**src/rtl/sata_fifo_ptr_ctrl.sv**
```systemverilog
// ----------------------------------------------------------------------------
// sata_fifo_ptr_ctrl
//
// Single-clock pointer controller for a 4-entry SATA staging FIFO. The read
// and write pointers are 3-bit Gray counters (000,001,011,010,110,111,101,100).
// The extra wrap bit tells full apart from empty. The controller drives the
// write strobe and addresses of an external 4-entry register file that has an
// asynchronous read port, so the head entry is visible while o_valid is high.
//
// Ports:
//   i_clk            single clock, all state on the rising edge
//   i_rst_n          synchronous reset, active-low
//   i_put            producer requests a write this cycle
//   i_got            consumer takes the head entry this cycle
//   i_err_clr        clears the sticky error flags
//   o_mem_we         write strobe to the register file (put accepted)
//   o_mem_waddr      write address, binary
//   o_mem_raddr      read address of the head entry, binary
//   o_valid          head entry valid (not empty)
//   o_full           4 entries stored
//   o_empty          0 entries stored
//   o_almost_full    fill >= ALMOST_FULL_LEVEL
//   o_almost_empty   fill <= ALMOST_EMPTY_LEVEL
//   o_fill           entries stored, 0..4
//   o_wr_ptr_gray    write pointer, Gray
//   o_rd_ptr_gray    read pointer, Gray
//   o_overflow       sticky: put while full
//   o_underflow      sticky: got while empty
// ----------------------------------------------------------------------------
module sata_fifo_ptr_ctrl #(
    parameter int unsigned ALMOST_FULL_LEVEL  = 3,
    parameter int unsigned ALMOST_EMPTY_LEVEL = 1
) (
    input  logic       i_clk,
    input  logic       i_rst_n,
    input  logic       i_put,
    input  logic       i_got,
    input  logic       i_err_clr,
    output logic       o_mem_we,
    output logic [1:0] o_mem_waddr,
    output logic [1:0] o_mem_raddr,
    output logic       o_valid,
    output logic       o_full,
    output logic       o_empty,
    output logic       o_almost_full,
    output logic       o_almost_empty,
    output logic [2:0] o_fill,
    output logic [2:0] o_wr_ptr_gray,
    output logic [2:0] o_rd_ptr_gray,
    output logic       o_overflow,
    output logic       o_underflow
);

    localparam logic [2:0] AfLevel = 3'(ALMOST_FULL_LEVEL);
    localparam logic [2:0] AeLevel = 3'(ALMOST_EMPTY_LEVEL);

    function automatic logic [2:0] gray2bin(input logic [2:0] g);
        logic [2:0] b;
        b[2] = g[2];
        b[1] = b[2] ^ g[1];
        b[0] = b[1] ^ g[0];
        return b;
    endfunction

    function automatic logic [2:0] bin2gray(input logic [2:0] b);
        return b ^ (b >> 1);
    endfunction

    logic [2:0] r_wr_gray;
    logic [2:0] r_rd_gray;
    logic       r_overflow;
    logic       r_underflow;

    logic [2:0] w_wr_bin;
    logic [2:0] w_rd_bin;
    logic [2:0] w_wr_gray_nxt;
    logic [2:0] w_rd_gray_nxt;
    logic       w_full;
    logic       w_empty;
    logic       w_put_acc;
    logic       w_got_acc;
    logic       w_ovf_set;
    logic       w_unf_set;
    logic       w_overflow_nxt;
    logic       w_underflow_nxt;

    // Flags come only from the registered pointers, never from put/got.
    always_comb begin
        w_wr_bin = gray2bin(r_wr_gray);
        w_rd_bin = gray2bin(r_rd_gray);
        w_empty  = (r_wr_gray == r_rd_gray);
        // Full: wrap bits differ, index equal -> top two Gray bits inverted.
        w_full   = (r_wr_gray[2:1] == ~r_rd_gray[2:1]) && (r_wr_gray[0] == r_rd_gray[0]);
    end

    always_comb begin
        w_put_acc     = i_put & ~w_full;
        w_got_acc     = i_got & ~w_empty;
        // Advance in binary and re-encode so the pointer can only take legal codes.
        w_wr_gray_nxt = w_put_acc ? bin2gray(w_wr_bin + 3'd1) : r_wr_gray;
        w_rd_gray_nxt = w_got_acc ? bin2gray(w_rd_bin + 3'd1) : r_rd_gray;
    end

    // Sticky errors: set has priority over clear.
    always_comb begin
        w_ovf_set       = i_put & w_full;
        w_unf_set       = i_got & w_empty;
        w_overflow_nxt  = r_overflow;
        w_underflow_nxt = r_underflow;
        if (i_err_clr) begin
            w_overflow_nxt  = 1'b0;
            w_underflow_nxt = 1'b0;
        end
        if (w_ovf_set) begin
            w_overflow_nxt = 1'b1;
        end
        if (w_unf_set) begin
            w_underflow_nxt = 1'b1;
        end
    end

    always_ff @(posedge i_clk) begin
        if (!i_rst_n) begin
            r_wr_gray   <= 3'b000;
            r_rd_gray   <= 3'b000;
            r_overflow  <= 1'b0;
            r_underflow <= 1'b0;
        end else begin
            r_wr_gray   <= w_wr_gray_nxt;
            r_rd_gray   <= w_rd_gray_nxt;
            r_overflow  <= w_overflow_nxt;
            r_underflow <= w_underflow_nxt;
        end
    end

    always_comb begin
        // Reset overrides a concurrent put, so no write reaches the register file.
        o_mem_we       = w_put_acc & i_rst_n;
        o_mem_waddr    = w_wr_bin[1:0];
        o_mem_raddr    = w_rd_bin[1:0];
        o_empty        = w_empty;
        o_full         = w_full;
        o_valid        = ~w_empty;
        o_fill         = w_wr_bin - w_rd_bin;
        o_almost_full  = (o_fill >= AfLevel);
        o_almost_empty = (o_fill <= AeLevel);
        o_wr_ptr_gray  = r_wr_gray;
        o_rd_ptr_gray  = r_rd_gray;
        o_overflow     = r_overflow;
        o_underflow    = r_underflow;
    end

endmodule

```
**config.mk**
```make
export PLATFORM = sky130hd
export DESIGN_NAME = sata_fifo_ptr_ctrl
export DESIGN_NICKNAME = d
export VERILOG_FILES = /design/src/rtl/sata_fifo_ptr_ctrl.sv
export SDC_FILE = /design/constraint.sdc
export NUM_CORES = 1
export LEC_CHECK = 0
export ABC_AREA = 1
export CORE_MARGIN = 5
export CORE_UTILIZATION = 40
export CTS_CLUSTER_DIAMETER = 120
export DETAILED_ROUTE_END_ITERATION = 10
export PLACE_DENSITY = 0.84
export SLEW_MARGIN = 20
export SYNTH_ARGS = -nofsm -noshare
export SYNTH_HDL_FRONTEND = slang
export SYNTH_SLANG_ARGS = --single-unit
```
**constraint.sdc**
```tcl
create_clock -name i_clk -period 2.7 [get_ports i_clk]
set_input_delay 0.675 -clock i_clk [delete_from_list [all_inputs] [get_ports i_clk]]
set_output_delay 0.675 -clock i_clk [all_outputs]
set_load 0.03 [all_outputs]
```
== After elaboration in Yosys (flattened, before gate mapping) ==
Cells that the tools add are included.
W data, S select, Z words.

* Add/sub/neg operators: 3
* Bitwise logic cells: 14
* Reduce and logical (&&, ||, !) cells: 3
* Shifts and indexed selects: 0
* Div/mod/pow operators: 0
* Multiplexer cells: 3
* $lt $le $gt $ge: 2
* Eq/ne operators: 3
* $mul: 0

{| class="wikitable"
|+ Operators by type and width
! cell !! count
|-
| $add A3 B1 Y3 const B || 2
|-
| $xor A3 B2 Y3 || 2
|-
| $and A1 B1 Y1 || 5
|-
| $reduce_bool A2 Y1 || 2
|-
| $xor A1 B1 Y1 || 4
|-
| $eq A3 B3 Y1 || 1
|-
| $ge A3 B2 Y1 const B || 1
|-
| $le A3 B1 Y1 const B || 1
|-
| $mux W1 || 3
|-
| $sub A3 B3 Y3 || 1
|-
| $eq A2 B2 Y1 || 1
|-
| $not A1 Y1 || 2
|-
| $not A2 Y2 || 1
|-
| $eq A1 B1 Y1 || 1
|-
| $logic_and A1 B1 Y1 || 1
|}

* Input port bits: 5
* Bits in writable memories: 0
* Output and inout port bits: 21
* Word-level logic and storage cells: 32
* ROM bits: 0
* Memories: 0
* Flip-flop bits (word level): 8
* Latch bits: 0

== Longest topological paths before layout ==
Gate-level depths: netlist of run 1.

* Word-level depth: 6
* Gate-level depth with buffers: 10
* Mapped depth without buffers: 10

== Worst setup path before layout of run 1 ==
No wires, ideal clock.

* Path kind: register to output
* Start point: register with a tool-made name
* End point: output o_almost_full
* Data required time: 2025 ps
* Cell stages (with the launch flop): 11
* Data arrival time: 3218 ps
* Setup slack: -1193 ps
* Path buffers: 0
* Cells stage by stage: dfxtp_1 > inv_1 > nand2_1 > nand2_1 > xor2_1 > inv_1 > ha_1 > fa_1 > xor2_2 > nor2_2 > nor2_1

{| class="wikitable"
|+ RTL lines
! element !! RTL line !! RTL
|-
| end, declared || 45 || <nowiki>output logic o_almost_full,</nowiki>
|}

==> results.py, run 1 <==
metrics = {
    "power_and_ir_drop": {
        "power.density_nw_per_um2": 1014,
        "p_total_w": 0.001052,
        "irDropWorstVdd_v": 0.0006523,
        "leakage_nw": 0.4829,
    },
    "clock_tree": {
        "cts_clock_pin_slew_for_the_worst_setup_and_hold_paths_ns": 0.06,
        "later_pin_clock_latency_in_the_skew_report_ns": 0.26,
        "htreeDepth": 1,
        "numClockSinks": 8,
        "cts_buffer_depth": 2,
        "cts_root_buffer": "sky130_fd_sc_hd__clkbuf_4",
        "cts_tree": "yes",
        "numCtsBuffers": 3,
    },
    "floorplanning": {
        "die_w_um": 48.14,
        "floorplan.initialDensity_pct": 43.62,
        "die_span_y_um": 48.14,
        "top_level_ports": 26,
        "die_area_um2": 2317,
        "num_rows": 13,
        "floorplan.core_area_um2": 1334,
    },
    "routing": {
        "detailroute.via_count": 695,
        "route.final.wire_length_um": 1795,
        "viasPerCell": 4.929,
        "residual_drc": 0,
        "first_iter_violations": 15,
        "ant_nets": 0,
        "route.detailed.wl_per_inst_um": 12.73,
        "drt-pass1-iter-count": 4,
    },
    "cells_and_area": {
        "final.fill_count": 103,
        "flow.area_growth_from_synthesis_pct": 78.28,
        "final_cell_mix": "sky130_fd_sc_hd__nand2_1 (28), sky130_fd_sc_hd__clkdlybuf4s50_1 (19), sky130_fd_sc_hd__inv_1 (11)",
        "most_common_cell_after_layout_fill_and_taps_aside": "sky130_fd_sc_hd__nand2_1",
        "final_nets": 135,
        "post_route_cells_drive_above_1_share_pct": 34.13,
        "diodes": 0,
    },
    "sta": {
        "setup_total_negative_slack_ns": -0.3719,
        "rsz0062_at_grt": "yes",
        "final.setup_skew_ns": 0.004659,
        "drv_slew": 0,
        "worst-slew-pin-transition_ns": 0.3183,
        "hold_viol_final": 0,
        "whs_ns": 0.4775,
        "max_clock_freq_mhz": 351.3,
        "setup_violators_final": 3,
        "final.setup.worst_slack_ns": -0.1464,
        "slew-limit-headroom_pct": 78.72,
        "timing.final.crit_share_pct": 105.4,
        "period_needed_ns": 2.846,
    },
    "global_route": {
        "initial_antenna_violation_count": 0,
        "grt_start_max_net_pins": 9,
        "global_routing_usage_summed_across_all_routing_layers_pct": 18.12,
        "grt_pass1_vias": 642,
        "gr-total-overflow": 0,
        "global_route_wire_length_before_repair_um": 2787,
    },
    "yosys": {
        "synth-warning-count": 0,
        "synthDistinctLibCells": 16,
        "post-synth-top-area-fraction_pct": 27.53,
        "syn-cell-area_um2": 581.8,
        "synth_top_cell_by_area": "sky130_fd_sc_hd__dfxtp_1",
        "post_synthesis_net_count": 98,
        "avgSynthCellArea_um2": 6.393,
        "synth_cells": 91,
        "synth-seq-area-share_pct": 27.53,
        "synth.area.top_cells": "sky130_fd_sc_hd__dfxtp_1 (28%), sky130_fd_sc_hd__nand2_1 (20%), sky130_fd_sc_hd__inv_1 (9.7%)",
        "ys_seq_elements": 8,
    },
    "setup_path": {
        "end_kind": "primary output",
        "category_of_the_critical_setup_timing_path": "flop to primary output",
        "cp-start-kind": "flop",
        "r2r_cells": 9,
        "timing.critical_path.fanout_max": 5,
        "cp.arrival_ns": 2.17,
        "worst-endpoint-required_ns": 2.03,
        "reg2reg_setup_slack_ns": 1.49,
    },
    "run_status": {
        "run_status": "finished with violations",
        "failed_checks": "setup timing",
    },
    "placement": {
        "place_hpwl_um": 1352,
        "place_ws_ns": 0.02543,
        "gpl.final_weighted_congestion": 0.8208,
        "placement.io_buffers": 25,
    },
    "min_path": {
        "number_of_cells_traversed_by_the_worst_hold_path": 2,
        "hp-class": "flop to flop",
        "hold_path_startpoint": "o_overflow",
        "hold_path_end": "o_overflow",
    },
    "flow_run": {
        "timing.max_cap.violations": 0,
    },
}
==> cell usage after synthesis <==
cell type                 instances
sky130_fd_sc_hd__nand2_1         31
sky130_fd_sc_hd__inv_1           15
sky130_fd_sc_hd__dfxtp_1          8
sky130_fd_sc_hd__nor2_1           8
sky130_fd_sc_hd__nand3_1          6
sky130_fd_sc_hd__a21oi_1          4
sky130_fd_sc_hd__inv_2            4
sky130_fd_sc_hd__nand4_1          4
sky130_fd_sc_hd__nand2_2          2
sky130_fd_sc_hd__nand3_4          2
sky130_fd_sc_hd__xor2_1           2
sky130_fd_sc_hd__fa_1             1
sky130_fd_sc_hd__ha_1             1
sky130_fd_sc_hd__nor2_2           1
sky130_fd_sc_hd__xnor2_1          1
sky130_fd_sc_hd__xor2_2           1
==> layer usage <==
| metal | vias to the layer above | GRT usage [%] | part of all wire [%] |
|---|---|---|---|
| li1 | 345 | - | - |
| met4 | 0 | 10.75 | 1.9 |
| met2 | 29 | 31.25 | 53 |
| met3 | 6 | 2.214 | 6.2 |
| met1 | 315 | 21.16 | 39 |
| met5 | - | 0 | 0 |
==> cell type report <==
cell class / count / area, µm² / share of cell area (%)
clock buffers: 3 / 22.52 / 2.171
inverters: 19 / 80.08 / 7.720
multi-input cells: 64 / 440.4 / 42.46
flip-flops and latches: 8 / 171.4 / 16.53
well taps: 15 / 18.77 / 1.809
repair buffers: 32 / 304.0 / 29.31
==> critical path, stage by stage (launching register included) <==
cell,delay (ns)
sky130_fd_sc_hd__dfxtp_4,0.36
sky130_fd_sc_hd__inv_4,0.07
sky130_fd_sc_hd__nand2_4,0.05
sky130_fd_sc_hd__nand2_4,0.07
sky130_fd_sc_hd__xor2_4,0.16
sky130_fd_sc_hd__inv_2,0.06
sky130_fd_sc_hd__ha_4,0.16
sky130_fd_sc_hd__fa_2,0.56
sky130_fd_sc_hd__clkinvlp_4,0.11
sky130_fd_sc_hd__nor2_4,0.14
sky130_fd_sc_hd__nor2_4,0.04
sky130_fd_sc_hd__buf_6,0.13
==> stage by stage <==
stage | util, % | cells | area [µm²]
6_report | 77.77 | 141 | 1037
3_5_place_dp | 69.61 | 132 | 928.4
5_1_grt | 77.77 | 141 | 1037
3_3_place_gp | 69.61 | 132 | 928.4
4_1_cts | 76.74 | 141 | 1023
2_1_floorplan | - | 91 | 664.4
==> how the worst max path moves through the flow <==
stage | slack [ns] | start | endpoint | cells after the start
after floorplan | -0.27 | flop | o_almost_full | 9
after global placement | 0.10 | flop | o_almost_full | 11
after detailed placement | 0.03 | flop | o_almost_full | 8
after CTS | -0.20 | flop | o_almost_full | 11
after global routing | -0.24 | flop | o_almost_full | 11
final | -0.15 | flop | o_almost_full | 11
==> logic make-up after synthesis <==
kind of cell,Yosys count,share of synthesized area [%]
AND/OR/NAND/NOR,54,43.87
XOR/XNOR,4,7.313
adder cells (fa/ha/maj),2,5.591
AO/OA/AOI/OAI,4,3.441
flip-flops,8,27.53
buffers and inverters,19,12.26
==> report_power, final <==
part           internal, W  switching, W  total [W]
sequential        0.000133     0.0000194   0.000153
combinational     0.000332      0.000472   0.000805
clock            0.0000510     0.0000434  0.0000944
total             0.000516      0.000535    0.00105
==> repair_timing <==
action / in CTS / in global routing
hold buffers: 0 / 0
cloned: 0 / 0
endpoints found under the setup margin: 5 / 4
pin swaps: 4 / 4
resized for setup: 8 / 3
setup buffers: 6 / 0
No activity file was read; power rests on OpenSTA's default activity.
==> run 2: changes to the inputs <==
--- a/config.mk
+++ b/config.mk
@@ -8,9 +8,9 @@
 export ABC_AREA = 1
 export CORE_MARGIN = 5
 export CORE_UTILIZATION = 40
-export CTS_CLUSTER_DIAMETER = 120
 export DETAILED_ROUTE_END_ITERATION = 10
 export PLACE_DENSITY = 0.84
+export SKIP_LAST_GASP = 1
 export SLEW_MARGIN = 20
 export SYNTH_ARGS = -nofsm -noshare
 export SYNTH_HDL_FRONTEND = slang
==> results of run 2 <==
Final layout, timing and power as in run 1 (identical DEF).
==> run 3: changes to the inputs <==
--- a/config.mk
+++ b/config.mk
@@ -7,9 +7,9 @@
 export LEC_CHECK = 0
 export ABC_AREA = 1
 export CORE_MARGIN = 5
-export CORE_UTILIZATION = 40
+export CORE_UTILIZATION = 43
 export DETAILED_ROUTE_END_ITERATION = 10
-export PLACE_DENSITY = 0.84
+export PLACE_DENSITY = 0.89
 export SKIP_LAST_GASP = 1
 export SLEW_MARGIN = 20
 export SYNTH_ARGS = -nofsm -noshare
==> constraint.sdc (replaced) <==
create_clock -name i_clk -period 3.4 [get_ports i_clk]
set_input_delay 0.85 -clock i_clk [delete_from_list [all_inputs] [get_ports i_clk]]
set_output_delay 0.85 -clock i_clk [all_outputs]
set_load 0.03 [all_outputs]
==> results.py, run 3 (synthesis results as in run 1) <==
metrics = {
    "cells_and_area": {
        "final_cell_mix": "sky130_fd_sc_hd__nand2_1 (31), sky130_fd_sc_hd__clkdlybuf4s50_1 (21), sky130_fd_sc_hd__inv_1 (15)",
        "flow.area_growth_from_synthesis_pct": 62.80,
        "most_common_cell_after_layout_fill_and_taps_aside": "sky130_fd_sc_hd__nand2_1",
        "post_route_cells_drive_above_1_share_pct": 21.14,
        "final_util_pct": 73.71,
        "final.fill_count": 105,
        "final_nets": 132,
        "diodes": 0,
    },
    "global_route": {
        "initial_antenna_violation_count": 0,
        "grt.met1_usage_pct": 20.32,
        "grt_use_met3_pct": 4.598,
        "global_routing_usage_summed_across_all_routing_layers_pct": 18.38,
        "grt_start_max_net_pins": 9,
        "grt_pass1_vias": 671,
        "globalRouteMet2Util_pct": 30.35,
        "gr-total-overflow": 0,
        "gr-max-usage-layer": "met2",
        "global_route_wire_length_before_repair_um": 2766,
    },
    "routing": {
        "viasPerCell": 4.928,
        "route.final.wire_length_um": 1605,
        "ant_nets": 0,
        "drt-pass1-iter-count": 4,
        "route.detailed.wl_per_inst_um": 11.63,
        "first_iter_violations": 10,
        "residual_drc": 0,
        "detailroute.via_count": 680,
    },
    "floorplanning": {
        "top_level_ports": 26,
        "die_area_um2": 2189,
        "num_rows": 13,
        "floorplan.core_area_um2": 1285,
        "die_w_um": 46.79,
        "die_span_y_um": 46.79,
        "floorplan.initialDensity_pct": 45.28,
    },
    "sta": {
        "timing.final.crit_share_pct": 94.44,
        "setup_total_negative_slack_ns": 0,
        "worst-slew-pin-transition_ns": 0.3188,
        "period_needed_ns": 3.211,
        "slew-limit-headroom_pct": 78.68,
        "drv_slew": 0,
        "max_clock_freq_mhz": 311.4,
        "final.setup_skew_ns": 0.001713,
        "setup_violators_final": 0,
        "rsz0062_at_grt": "no",
        "hold_viol_final": 0,
    },
    "clock_tree": {
        "postCtsHoldBufs": 0,
        "htreeDepth": 1,
        "numClockSinks": 8,
        "post_cts_buffers": 0,
        "cts_buffer_depth": 2,
        "later_pin_clock_latency_in_the_skew_report_ns": 0.26,
        "numCtsBuffers": 3,
        "postCtsResizedCells": 2,
        "cts_tree": "yes",
        "cts_clock_pin_slew_for_the_worst_setup_and_hold_paths_ns": 0.06,
        "cts_root_buffer": "sky130_fd_sc_hd__clkbuf_4",
    },
    "placement": {
        "placement.io_buffers": 25,
        "place_hpwl_um": 1319,
        "gpl.final_weighted_congestion": 0.8158,
    },
    "flow_run": {
        "timing.max_cap.violations": 0,
    },
    "setup_path": {
        "crit_path_top_delay_cell": "sky130_fd_sc_hd__fa_2",
        "cp_slowest_stage_delay_ns": 0.39,
        "cp.buffers_inverters": 3,
        "cp_top_family": "adder cells",
        "worst-endpoint-required_ns": 2.55,
        "timing.critical_path.fanout_max": 5,
        "cp-start-kind": "flop",
        "cp.arrival_ns": 2.36,
        "category_of_the_critical_setup_timing_path": "flop to primary output",
        "cp_cell_sequence": "inv_1 > nand2_1 > nand2_1 > xor2_4 > inv_1 > ha_1 > fa_2 > xor2_4 > nor2_1 > nor2_4 > buf_4",
        "end_kind": "primary output",
    },
    "run_status": {
        "run_status": "finished, final reports clean",
    },
    "power_and_ir_drop": {
        "power.density_nw_per_um2": 787.7,
        "irDropWorstVdd_v": 0.0005100,
        "leakage_nw": 0.4590,
    },
    "min_path": {
        "hp-class": "flop to flop",
    },
}
==> run 3: metrics by stage <==
step / total power (W) / cells / hold WS (ns) / area, µm² / setup WS [ns]
after floorplan: 0.0004930 / 91 / 0.5893 / 634.4 / 0.04533
after global placement: 0.0006783 / 135 / 0.4510 / 928.4 / 0.1231
after detailed placement: 0.0006922 / 135 / 0.4637 / 928.4 / 0.01930
after CTS: 0.0007555 / 138 / 0.4716 / 948.4 / 0.01287
after global routing: 0.0007994 / 138 / 0.4927 / 947.2 / 0.04618
final: 0.0007461 / 138 / 0.4670 / 947.2 / 0.1892
==> run 3: path summary, 6_finish.rpt <==
| path | from | to | slack, ns | cells past startpoint |
|---|---|---|---|---|
| hold / removal | o_underflow | o_underflow | 0.47 | 2 |
| hold reg to reg | o_underflow | o_underflow | 0.47 | 2 |
| setup / recovery | flop | o_almost_full | 0.19 | 11 |
| setup reg to reg | flop | flop | 2.18 | 8 |
==> run 3: per-layer routing <==
| layer | vias to the layer above | wire, µm |
|---|---|---|
| li1 | 344 | - |
| met1 | 300 | 632 |
| met2 | 30 | 819 |
| met3 | 6 | 119 |
| met4 | 0 | 34 |
| met5 | - | 0 |
==> run 3: final cells by class <==
cell class / count / area (µm²) / share of cell area (%)
inverter: 19 / 71.32 / 7.530
tap: 15 / 18.77 / 1.982
timing repair buffer: 29 / 269.0 / 28.40
multi-input combinational: 64 / 402.9 / 42.54
sequential: 8 / 162.7 / 17.17
clock buffer: 3 / 22.52 / 2.378
==> run 3: worst register-to-register path, stage by stage (launching register included) <==
cell	delay, ns
sky130_fd_sc_hd__dfxtp_1	0.45
sky130_fd_sc_hd__inv_1	0.12
sky130_fd_sc_hd__nand2_1	0.09
sky130_fd_sc_hd__nand2_2	0.11
sky130_fd_sc_hd__nand3_4	0.11
sky130_fd_sc_hd__nand3_1	0.08
sky130_fd_sc_hd__nand2_1	0.06
sky130_fd_sc_hd__inv_1	0.04
sky130_fd_sc_hd__nor2_1	0.10
==> run 3: power by group <==
part	switching, W	internal [W]	total, W
Combinational	0.000345	0.000206	0.000551
Sequential	0.0000143	0.000105	0.000120
Clock	0.0000349	0.0000406	0.0000754
